==> config.mk <==
export PLATFORM = sky130hd
export DESIGN_NAME = apb3_cmd_master_flat
export DESIGN_NICKNAME = d
export VERILOG_FILES = /design/src/rtl/apb3_cmd_master_if.sv /design/src/rtl/apb3_cmd_master.sv /design/src/flat_wrapper.sv
export SDC_FILE = /design/constraint.sdc
export NUM_CORES = 1
export LEC_CHECK = 0
export ABC_AREA = 1
export CAP_MARGIN = 20
export CELL_PAD_IN_SITES_DETAIL_PLACEMENT = 1
export CELL_PAD_IN_SITES_GLOBAL_PLACEMENT = 2
export CORE_AREA = 2 2 136 138
export CTS_BUF_LIST = sky130_fd_sc_hd__clkbuf_8
export DETAILED_ROUTE_END_ITERATION = 8
export DIE_AREA = 0 0 138 140
export PLACE_DENSITY_LB_ADDON = 0.3
export SLEW_MARGIN = 30
export SYNTH_ARGS = -nofsm -noshare
export SYNTH_HDL_FRONTEND = slang
export SYNTH_SLANG_ARGS = --single-unit
==> constraint.sdc <==
create_clock -name CLK -period 2.8 [get_ports CLK]
set_clock_uncertainty 0.2 [all_clocks]
set_input_delay 0.42 -clock CLK [delete_from_list [all_inputs] [get_ports CLK]]
set_output_delay 0.42 -clock CLK [all_outputs]
set_load 0.1 [all_outputs]
==> src/rtl/apb3_cmd_master_if.sv <==
// Command, response and APB3 bus signals of apb3_cmd_master, grouped for port connection.
// master: the requester's view; slave: the view of whatever drives commands and answers APB.
interface apb3_cmd_master_if #(
  parameter int ADDR_WIDTH = 32,
  parameter int DATA_WIDTH = 32
);
  logic                  CMD_VALID;
  logic                  CMD_READY;
  logic                  CMD_WRITE;
  logic [ADDR_WIDTH-1:0] CMD_ADDR;
  logic [DATA_WIDTH-1:0] CMD_WDATA;

  logic                  RSP_VALID;
  logic                  RSP_READY;
  logic [DATA_WIDTH-1:0] RSP_RDATA;
  logic                  RSP_ERR;
  logic                  RSP_TIMEOUT;

  logic                  PSEL;
  logic                  PENABLE;
  logic                  PWRITE;
  logic [ADDR_WIDTH-1:0] PADDR;
  logic [DATA_WIDTH-1:0] PWDATA;
  logic [DATA_WIDTH-1:0] PRDATA;
  logic                  PREADY;
  logic                  PSLVERR;

  modport master (
    input  CMD_VALID, CMD_WRITE, CMD_ADDR, CMD_WDATA, RSP_READY,
           PRDATA, PREADY, PSLVERR,
    output CMD_READY, RSP_VALID, RSP_RDATA, RSP_ERR, RSP_TIMEOUT,
           PSEL, PENABLE, PWRITE, PADDR, PWDATA
  );

  modport slave (
    output CMD_VALID, CMD_WRITE, CMD_ADDR, CMD_WDATA, RSP_READY,
           PRDATA, PREADY, PSLVERR,
    input  CMD_READY, RSP_VALID, RSP_RDATA, RSP_ERR, RSP_TIMEOUT,
           PSEL, PENABLE, PWRITE, PADDR, PWDATA
  );
endinterface

==> src/rtl/apb3_cmd_master.sv <==
// APB3 requester: one command at a time through SETUP/ACCESS, response with error/timeout status.
// All outputs come straight from registers; the slave wait in ACCESS is bounded by TIMEOUT_CYCLES.
module apb3_cmd_master #(
  parameter int ADDR_WIDTH     = 32,
  parameter int DATA_WIDTH     = 32,
  parameter int TIMEOUT_CYCLES = 16
) (
  input  logic              CLK,
  input  logic              RST_N,
  apb3_cmd_master_if.master bus
);

  localparam int CW = (TIMEOUT_CYCLES < 1) ? 1 : $clog2(TIMEOUT_CYCLES + 1);
  localparam bit TO_EN = (TIMEOUT_CYCLES > 0);
  localparam logic [CW-1:0] TO_LAST = CW'((TIMEOUT_CYCLES > 0) ? TIMEOUT_CYCLES - 1 : 0);

  typedef enum logic [1:0] {IDLE, SETUP, ACCESS, RESP} state_t;

  state_t                state_q, state_d;
  logic [CW-1:0]         cnt_q, cnt_d;
  logic                  cmd_ready_q, cmd_ready_d;
  logic                  rsp_valid_q, rsp_valid_d;
  logic [DATA_WIDTH-1:0] rsp_rdata_q, rsp_rdata_d;
  logic                  rsp_err_q, rsp_err_d;
  logic                  rsp_to_q, rsp_to_d;
  logic                  psel_q, psel_d;
  logic                  penable_q, penable_d;
  logic                  pwrite_q, pwrite_d;
  logic [ADDR_WIDTH-1:0] paddr_q, paddr_d;
  logic [DATA_WIDTH-1:0] pwdata_q, pwdata_d;

  always_ff @(posedge CLK or negedge RST_N) begin
    if (!RST_N) begin
      state_q     <= IDLE;
      cnt_q       <= '0;
      cmd_ready_q <= 1'b0;
      rsp_valid_q <= 1'b0;
      rsp_rdata_q <= '0;
      rsp_err_q   <= 1'b0;
      rsp_to_q    <= 1'b0;
      psel_q      <= 1'b0;
      penable_q   <= 1'b0;
      pwrite_q    <= 1'b0;
      paddr_q     <= '0;
      pwdata_q    <= '0;
    end else begin
      state_q     <= state_d;
      cnt_q       <= cnt_d;
      cmd_ready_q <= cmd_ready_d;
      rsp_valid_q <= rsp_valid_d;
      rsp_rdata_q <= rsp_rdata_d;
      rsp_err_q   <= rsp_err_d;
      rsp_to_q    <= rsp_to_d;
      psel_q      <= psel_d;
      penable_q   <= penable_d;
      pwrite_q    <= pwrite_d;
      paddr_q     <= paddr_d;
      pwdata_q    <= pwdata_d;
    end
  end

  always_comb begin
    state_d     = state_q;
    cnt_d       = cnt_q;
    cmd_ready_d = cmd_ready_q;
    rsp_valid_d = rsp_valid_q;
    rsp_rdata_d = rsp_rdata_q;
    rsp_err_d   = rsp_err_q;
    rsp_to_d    = rsp_to_q;
    psel_d      = psel_q;
    penable_d   = penable_q;
    pwrite_d    = pwrite_q;
    paddr_d     = paddr_q;
    pwdata_d    = pwdata_q;

    unique case (state_q)
      IDLE: begin
        // Handshake qualifies on the registered ready, so CMD_READY rises one edge after reset.
        cmd_ready_d = 1'b1;
        if (bus.CMD_VALID && cmd_ready_q) begin
          pwrite_d    = bus.CMD_WRITE;
          paddr_d     = bus.CMD_ADDR;
          pwdata_d    = bus.CMD_WDATA;
          cmd_ready_d = 1'b0;
          psel_d      = 1'b1;
          penable_d   = 1'b0;
          state_d     = SETUP;
        end
      end
      SETUP: begin
        penable_d = 1'b1;
        cnt_d     = '0;
        state_d   = ACCESS;
      end
      ACCESS: begin
        if (bus.PREADY) begin
          rsp_rdata_d = (pwrite_q || bus.PSLVERR) ? '0 : bus.PRDATA;
          rsp_err_d   = bus.PSLVERR;
          rsp_to_d    = 1'b0;
          psel_d      = 1'b0;
          penable_d   = 1'b0;
          rsp_valid_d = 1'b1;
          state_d     = RESP;
        end else if (TO_EN && (cnt_q == TO_LAST)) begin
          rsp_rdata_d = '0;
          rsp_err_d   = 1'b1;
          rsp_to_d    = 1'b1;
          psel_d      = 1'b0;
          penable_d   = 1'b0;
          rsp_valid_d = 1'b1;
          state_d     = RESP;
        end else begin
          cnt_d = cnt_q + CW'(1);
        end
      end
      RESP: begin
        if (bus.RSP_READY) begin
          rsp_valid_d = 1'b0;
          rsp_err_d   = 1'b0;
          rsp_to_d    = 1'b0;
          cmd_ready_d = 1'b1;
          state_d     = IDLE;
        end
      end
      default: state_d = IDLE;
    endcase
  end

  assign bus.CMD_READY   = cmd_ready_q;
  assign bus.RSP_VALID   = rsp_valid_q;
  assign bus.RSP_RDATA   = rsp_rdata_q;
  assign bus.RSP_ERR     = rsp_err_q;
  assign bus.RSP_TIMEOUT = rsp_to_q;
  assign bus.PSEL        = psel_q;
  assign bus.PENABLE     = penable_q;
  assign bus.PWRITE      = pwrite_q;
  assign bus.PADDR       = paddr_q;
  assign bus.PWDATA      = pwdata_q;

endmodule
==> src/flat_wrapper.sv <==
// flat-port wrapper written by rule: the top's interface ports become plain ports
module apb3_cmd_master_flat 
#(
  parameter int ADDR_WIDTH     = 32,
  parameter int DATA_WIDTH     = 32,
  parameter int TIMEOUT_CYCLES = 16
)
  (CLK, RST_N, bus_CMD_VALID, bus_CMD_WRITE, bus_CMD_ADDR, bus_CMD_WDATA, bus_RSP_READY, bus_PRDATA, bus_PREADY, bus_PSLVERR, bus_CMD_READY, bus_RSP_VALID, bus_RSP_RDATA, bus_RSP_ERR, bus_RSP_TIMEOUT, bus_PSEL, bus_PENABLE, bus_PWRITE, bus_PADDR, bus_PWDATA);
  apb3_cmd_master_if #(.ADDR_WIDTH(ADDR_WIDTH), .DATA_WIDTH(DATA_WIDTH)) bus_i ();
  input  logic CLK;
  input  logic RST_N;
  input wire logic [$bits(bus_i.CMD_VALID)-1:0] bus_CMD_VALID;
  input wire logic [$bits(bus_i.CMD_WRITE)-1:0] bus_CMD_WRITE;
  input wire logic [$bits(bus_i.CMD_ADDR)-1:0] bus_CMD_ADDR;
  input wire logic [$bits(bus_i.CMD_WDATA)-1:0] bus_CMD_WDATA;
  input wire logic [$bits(bus_i.RSP_READY)-1:0] bus_RSP_READY;
  input wire logic [$bits(bus_i.PRDATA)-1:0] bus_PRDATA;
  input wire logic [$bits(bus_i.PREADY)-1:0] bus_PREADY;
  input wire logic [$bits(bus_i.PSLVERR)-1:0] bus_PSLVERR;
  output wire logic [$bits(bus_i.CMD_READY)-1:0] bus_CMD_READY;
  output wire logic [$bits(bus_i.RSP_VALID)-1:0] bus_RSP_VALID;
  output wire logic [$bits(bus_i.RSP_RDATA)-1:0] bus_RSP_RDATA;
  output wire logic [$bits(bus_i.RSP_ERR)-1:0] bus_RSP_ERR;
  output wire logic [$bits(bus_i.RSP_TIMEOUT)-1:0] bus_RSP_TIMEOUT;
  output wire logic [$bits(bus_i.PSEL)-1:0] bus_PSEL;
  output wire logic [$bits(bus_i.PENABLE)-1:0] bus_PENABLE;
  output wire logic [$bits(bus_i.PWRITE)-1:0] bus_PWRITE;
  output wire logic [$bits(bus_i.PADDR)-1:0] bus_PADDR;
  output wire logic [$bits(bus_i.PWDATA)-1:0] bus_PWDATA;
  assign bus_i.CMD_VALID = bus_CMD_VALID;
  assign bus_i.CMD_WRITE = bus_CMD_WRITE;
  assign bus_i.CMD_ADDR = bus_CMD_ADDR;
  assign bus_i.CMD_WDATA = bus_CMD_WDATA;
  assign bus_i.RSP_READY = bus_RSP_READY;
  assign bus_i.PRDATA = bus_PRDATA;
  assign bus_i.PREADY = bus_PREADY;
  assign bus_i.PSLVERR = bus_PSLVERR;
  assign bus_CMD_READY = bus_i.CMD_READY;
  assign bus_RSP_VALID = bus_i.RSP_VALID;
  assign bus_RSP_RDATA = bus_i.RSP_RDATA;
  assign bus_RSP_ERR = bus_i.RSP_ERR;
  assign bus_RSP_TIMEOUT = bus_i.RSP_TIMEOUT;
  assign bus_PSEL = bus_i.PSEL;
  assign bus_PENABLE = bus_i.PENABLE;
  assign bus_PWRITE = bus_i.PWRITE;
  assign bus_PADDR = bus_i.PADDR;
  assign bus_PWDATA = bus_i.PWDATA;
  apb3_cmd_master #(.ADDR_WIDTH(ADDR_WIDTH), .DATA_WIDTH(DATA_WIDTH), .TIMEOUT_CYCLES(TIMEOUT_CYCLES)) u_core (.CLK(CLK), .RST_N(RST_N), .bus(bus_i));
endmodule
# ---- After elaboration in Yosys (flattened, before gate mapping)
# Index checks and enable logic that the tools add are counted.
# W data, S select, Z words.
dict set report op_classes {
  n_reduce_logical 17
  eq_ne 9
  n_mux 28
  addsub 1
}
# op count
set op_table {}
lappend op_table {{$mux W32} 3}
lappend op_table {{$reduce_and A3 Y1} 5}
lappend op_table {{$mux W1} 11}
lappend op_table {{$mux W5} 2}
lappend op_table {{$pmux W1 S2} 5}
lappend op_table {{$pmux W5 S2} 1}
lappend op_table {{$reduce_bool A2 Y1} 5}
lappend op_table {{$mux W2} 4}
lappend op_table {{$pmux W2 S4} 1}
lappend op_table {{$ne A2 B2 Y1 const B} 3}
lappend op_table {{$reduce_and A2 Y1} 3}
lappend op_table {{$add A5 B1 Y5 const B} 1}
lappend op_table {{$eq A5 B4 Y1 const B} 1}
lappend op_table {{$eq A2 B2 Y1 const B} 2}
lappend op_table {{$ne A3 B2 Y1 const B} 1}
lappend op_table {{$pmux W1 S3} 1}
lappend op_table {{$reduce_bool A3 Y1} 1}
lappend op_table {{$eq A2 B1 Y1 const B} 1}
lappend op_table {{$logic_not A2 Y1} 1}
lappend op_table {{$ne A2 B1 Y1 const B} 1}
lappend op_table {{$logic_and A1 B1 Y1} 1}
lappend op_table {{$logic_or A1 B1 Y1} 1}
dict set report totals {
  output_inout_bits 103
  word_cells 67
  ff_bits 110
  inputBits 103
}

# ---- Longest topological paths before layout
dict set report depth {
  word_depth 4
  depth_mapped 10
}

# ---- Worst setup path before layout
# OpenSTA, ideal clock, no wires.
dict set report synth_timing {
  kind {flip-flop to flip-flop}
  startpoint {register u_core.cmd_ready_q (netlist: u_core.bus.CMD_READY)}
  endpoint {register u_core.paddr_q[27] (netlist: u_core.bus.PADDR[27])}
  path_stages_with_launch 6
  n_path_buf 2
  slack_ns 0.831
  setup_time_ns 0.122
  t_arrival_ns 1.647
  path_cell_list {dfrtp_1 nand3_2 buf_6 buf_6 nand2_1 o21ai_2}
}
dict set report synth_between {
  elab_chain_len 2
}
# element line
set synth_lines {}
lappend synth_lines {{start, declared} apb3_cmd_master.sv:21} ;# logic cmd_ready_q, cmd_ready_d;
lappend synth_lines {{start signal, assigned} apb3_cmd_master.sv:49} ;# cmd_ready_q <= cmd_ready_d;
lappend synth_lines {{$logic_and A1 B1 Y1} apb3_cmd_master.sv:80} ;# if (bus.CMD_VALID && cmd_ready_q) begin
lappend synth_lines {{$reduce_and A2 Y1 (no source line)} n/a}
lappend synth_lines {{end signal, assigned} apb3_cmd_master.sv:57} ;# paddr_q <= paddr_d;
lappend synth_lines {{end, declared} apb3_cmd_master.sv:29} ;# logic [ADDR_WIDTH-1:0] paddr_q, paddr_d;
# No other way between the ends.
# A chain may end at the register's enable or synchronous reset.

# ---- Worst setup path in the final report
dict set report layout_timing {
  startpoint {register u_core.state_q[0]}
  endpoint {register u_core.rsp_rdata_q[17] (netlist: u_core.bus.RSP_RDATA[17])}
}
dict set report layout_between {
  elab_chain_len 2
}
# element line
set layout_lines {}
lappend layout_lines {{start, declared} apb3_cmd_master.sv:19} ;# state_t state_q, state_d;
lappend layout_lines {{start signal, assigned} apb3_cmd_master.sv:47} ;# state_q <= state_d;
lappend layout_lines {{$eq A2 B2 Y1} apb3_cmd_master.sv:76} ;# unique case (state_q)
lappend layout_lines {{$reduce_and A2 Y1 (no source line)} n/a}
lappend layout_lines {{end signal, assigned} apb3_cmd_master.sv:51} ;# rsp_rdata_q <= rsp_rdata_d;
lappend layout_lines {{end, declared} apb3_cmd_master.sv:23} ;# logic [DATA_WIDTH-1:0] rsp_rdata_q, rsp_rdata_d;
# No other way between the ends.

==> impl_metrics.json <==
{
  "regToRegStartpoint": "u_core.state_q[0]",
  "drtIter0Drc": 104,
  "crit_type": "reg2reg",
  "clk_pin_slew_ns": 0.10,
  "relSlewSlack": 0.5745,
  "cts_hold_buf": 1,
  "fin_tns_setup_ns": 0,
  "drc_errors": 0,
  "antenna_found_initial": 1,
  "hp-start": "u_core.bus.PADDR[18]",
  "routedWlPerCell_um": 14.96,
  "instances_no_fill": 933,
  "fp.dieW_um": 138,
  "top_usage_layer": "met2",
  "cts_root_buffer": "clkbuf_8",
  "synth-main-ff-cell": "dfrtp_1",
  "post_cts_buffers": 0,
  "fp-row-count": 49,
  "synth_area_per_cell_um2": 9.454,
  "final_max_slew_viol_count": 0,
  "vias": 4066,
  "grt_max_degree": 48,
  "multi_input_area_mm2": 0.001471,
  "coreArea_mm2": 0.01778,
  "drt_pass1_iterations": 4,
  "ctsResizeCount": 0,
  "initial_utilization": 0.2659,
  "grt_use_met3": 0.05846,
  "place_hpwl_mm": 10.47,
  "crit_arrival_ns": 2.26,
  "grt.overflow.total": 0,
  "synth_commonest_cells": "nand2_1 (123), dfrtp_1 (110), inv_1 (75), o21ai_1 (41), o21ai_0 (39)",
  "fin_crit_sh": 0.7660,
  "io-pin-count": 206,
  "yosysWarnings": 0,
  "insertion_delay_ns": 0.38,
  "layout-drive-gt1-share": 0.2304,
  "crit_path_start": "u_core.state_q[0]",
  "nNetsFinal": 807,
  "maxCapViolCount": 0,
  "grt_pass1_vias": 4442,
  "finalSetupViolCount": 0,
  "rsz0062_at_grt": "no",
  "grt_usage": 0.1473,
  "end_kind": "flip-flop",
  "synth_seq_cells": 110,
  "synthArstFlopShare": 1.000,
  "ff_latch_area_mm2": 0.002753,
  "worstMarginPinSlew_ns": 0.6383,
  "numClockSinks": 110,
  "h-tree-depth": 3,
  "synth_cells": 500,
  "critPathRequiredTime_ns": 2.92,
  "die-height_um": 140,
  "yosysTopAreaCellShare": 0.5823,
  "postRouteAntennaNets": 0,
  "hold_path.class": "reg2reg",
  "synth_edf_count": 0,
  "gr-usage-met1": 0.1775,
  "r2r_slack_ns": 0.66,
  "crit_fanout": 35,
  "yosysTopAreaCell": "dfrtp_1",
  "ys_top_cells_by_area": "dfrtp_1 (58%), nand2_1 (9.8%), inv_1 (6.0%)",
  "syn_to_final_growth_pct": 46.16,
  "routed_wl_mm": 13.95,
  "io_buffer_count": 205,
  "grt_pass1_wl_mm": 22.94,
  "synth_cell_types": 25,
  "dpl.cell_count": 915,
  "finalHoldViolations": 0,
  "status": "finished clean",
  "use_met2": 0.2418,
  "max_clock_freq_ghz": 0.4663,
  "place.gp.congestion": 0.7366,
  "die-area_mm2": 0.01932,
  "cts.path.max_buffers": 2,
  "ys_seq_area_frac": 0.5823,
  "cts_tree": "built",
  "final_core_util": 0.3886,
  "crit_path_start_kind": "flip-flop",
  "fin_crit_ns": 2.145,
  "via_per_inst": 4.358,
  "syn_nets": 609,
  "fillerInstances": 2066,
  "cts_made_buffers": 9,
  "syn_area_mm2": 0.004727,
  "synth_most_common_cell": "nand2_1"
}
## worst max-delay path, cell delays in order (launching register included)
cell	delay, ns
dfrtp_1	0.43
inv_1	0.10
ha_1	0.50
inv_8	0.18
nor2_8	0.41
nand3_1	0.16
nand2_1	0.10
## layout make-up
type / instances / share of cell area
sequential: 110 / 0.3984
timing repair buffer: 214 / 0.2767
clock buffer: 10 / 0.01992
tap: 229 / 0.04147
inverter: 78 / 0.04346
multi-input combinational: 285 / 0.2130
clock inverter: 6 / 0.006700
antenna: 1 / 0.0003622
## state kept, by name, indices dropped and copies added, names as in the netlist
signal	count
u_core.bus.CMD_READY	1
u_core.bus.RSP_RDATA	32
u_core.bus.RSP_ERR	1
u_core.bus.PADDR	32
u_core.state_q	2
u_core.bus.RSP_VALID	1
u_core.bus.PENABLE	1
u_core.bus.PSEL	1
u_core.bus.PWRITE	1
u_core.bus.RSP_TIMEOUT	1
u_core.bus.PWDATA	32
u_core.cnt_q	5
## layout by cell type (no fill, tap or decap)
cell | Yosys | layout
buf_12 | 0 | 4
buf_4 | 5 | 108
clkbuf_8 | 0 | 10
clkdlybuf4s50_1 | 0 | 101
clkinv_2 | 0 | 1
clkinv_4 | 0 | 2
clkinvlp_4 | 0 | 2
dfrtp_1 | 110 | 110
diode_2 | 0 | 1
dlygate4sd3_1 | 0 | 1
ha_1 | 6 | 6
inv_1 | 75 | 75
inv_2 | 2 | 2
inv_6 | 0 | 1
inv_8 | 1 | 1
nand2_1 | 123 | 123
nand2_4 | 1 | 1
nand3_1 | 37 | 37
nand3_4 | 0 | 1
nand3b_1 | 2 | 2
nand4_1 | 2 | 2
nor2_1 | 1 | 1
nor2_4 | 2 | 2
nor2_8 | 1 | 1
nor3_1 | 1 | 1
o211ai_1 | 1 | 1
o21ai_0 | 39 | 39
o21ai_1 | 41 | 41
o21ai_2 | 26 | 26
o22ai_1 | 1 | 1
## layer usage
metal / wire [µm] / up-vias
li1: - / 1965
met1: 5957 / 1943
met2: 6482 / 147
met3: 1317 / 11
met4: 196 / 0
met5: 0 / -
## metrics by stage
| stage | hold slack, ns | instance area [µm²] | setup WS [ns] |
|---|---|---|---|
| floorplan | -0.07559 | 4727 | 0.8307 |
| global placement | 0.2680 | 6713 | 0.6757 |
| detailed placement | 0.2703 | 6713 | 0.6217 |
| CTS | 0.2967 | 6907 | 0.5971 |
| global route | 0.3347 | 6907 | 0.4536 |
| finish | 0.2923 | 6909 | 0.6552 |
## cell families (layout without fill, tap and decap cells)
group / after synthesis / count (layout) / synth area share
other: 0 / 1 / 0
DFF: 110 / 110 / 0.5823
buffers and inverters: 105 / 308 / 0.1080
AOI/OAI and AO/OA: 108 / 108 / 0.1358
and+or+nand+nor: 171 / 171 / 0.1580
adders and majority gates: 6 / 6 / 0.01588
## worst paths after layout
kind,to,depth (start not counted)
setup / recovery,u_core.bus.RSP_RDATA[17],6
hold / removal,u_core.bus.PADDR[18],2
setup reg to reg,u_core.bus.RSP_RDATA[17],6
max in group asynchronous,u_core.bus.PWDATA[23],3
hold reg to reg,u_core.bus.PADDR[18],2
min in group asynchronous,u_core.bus.PWDATA[3],2
Power is left out: the tool's default activity adds up to more than one toggle a clock period on the data nets, which glitch-free logic cannot reach.
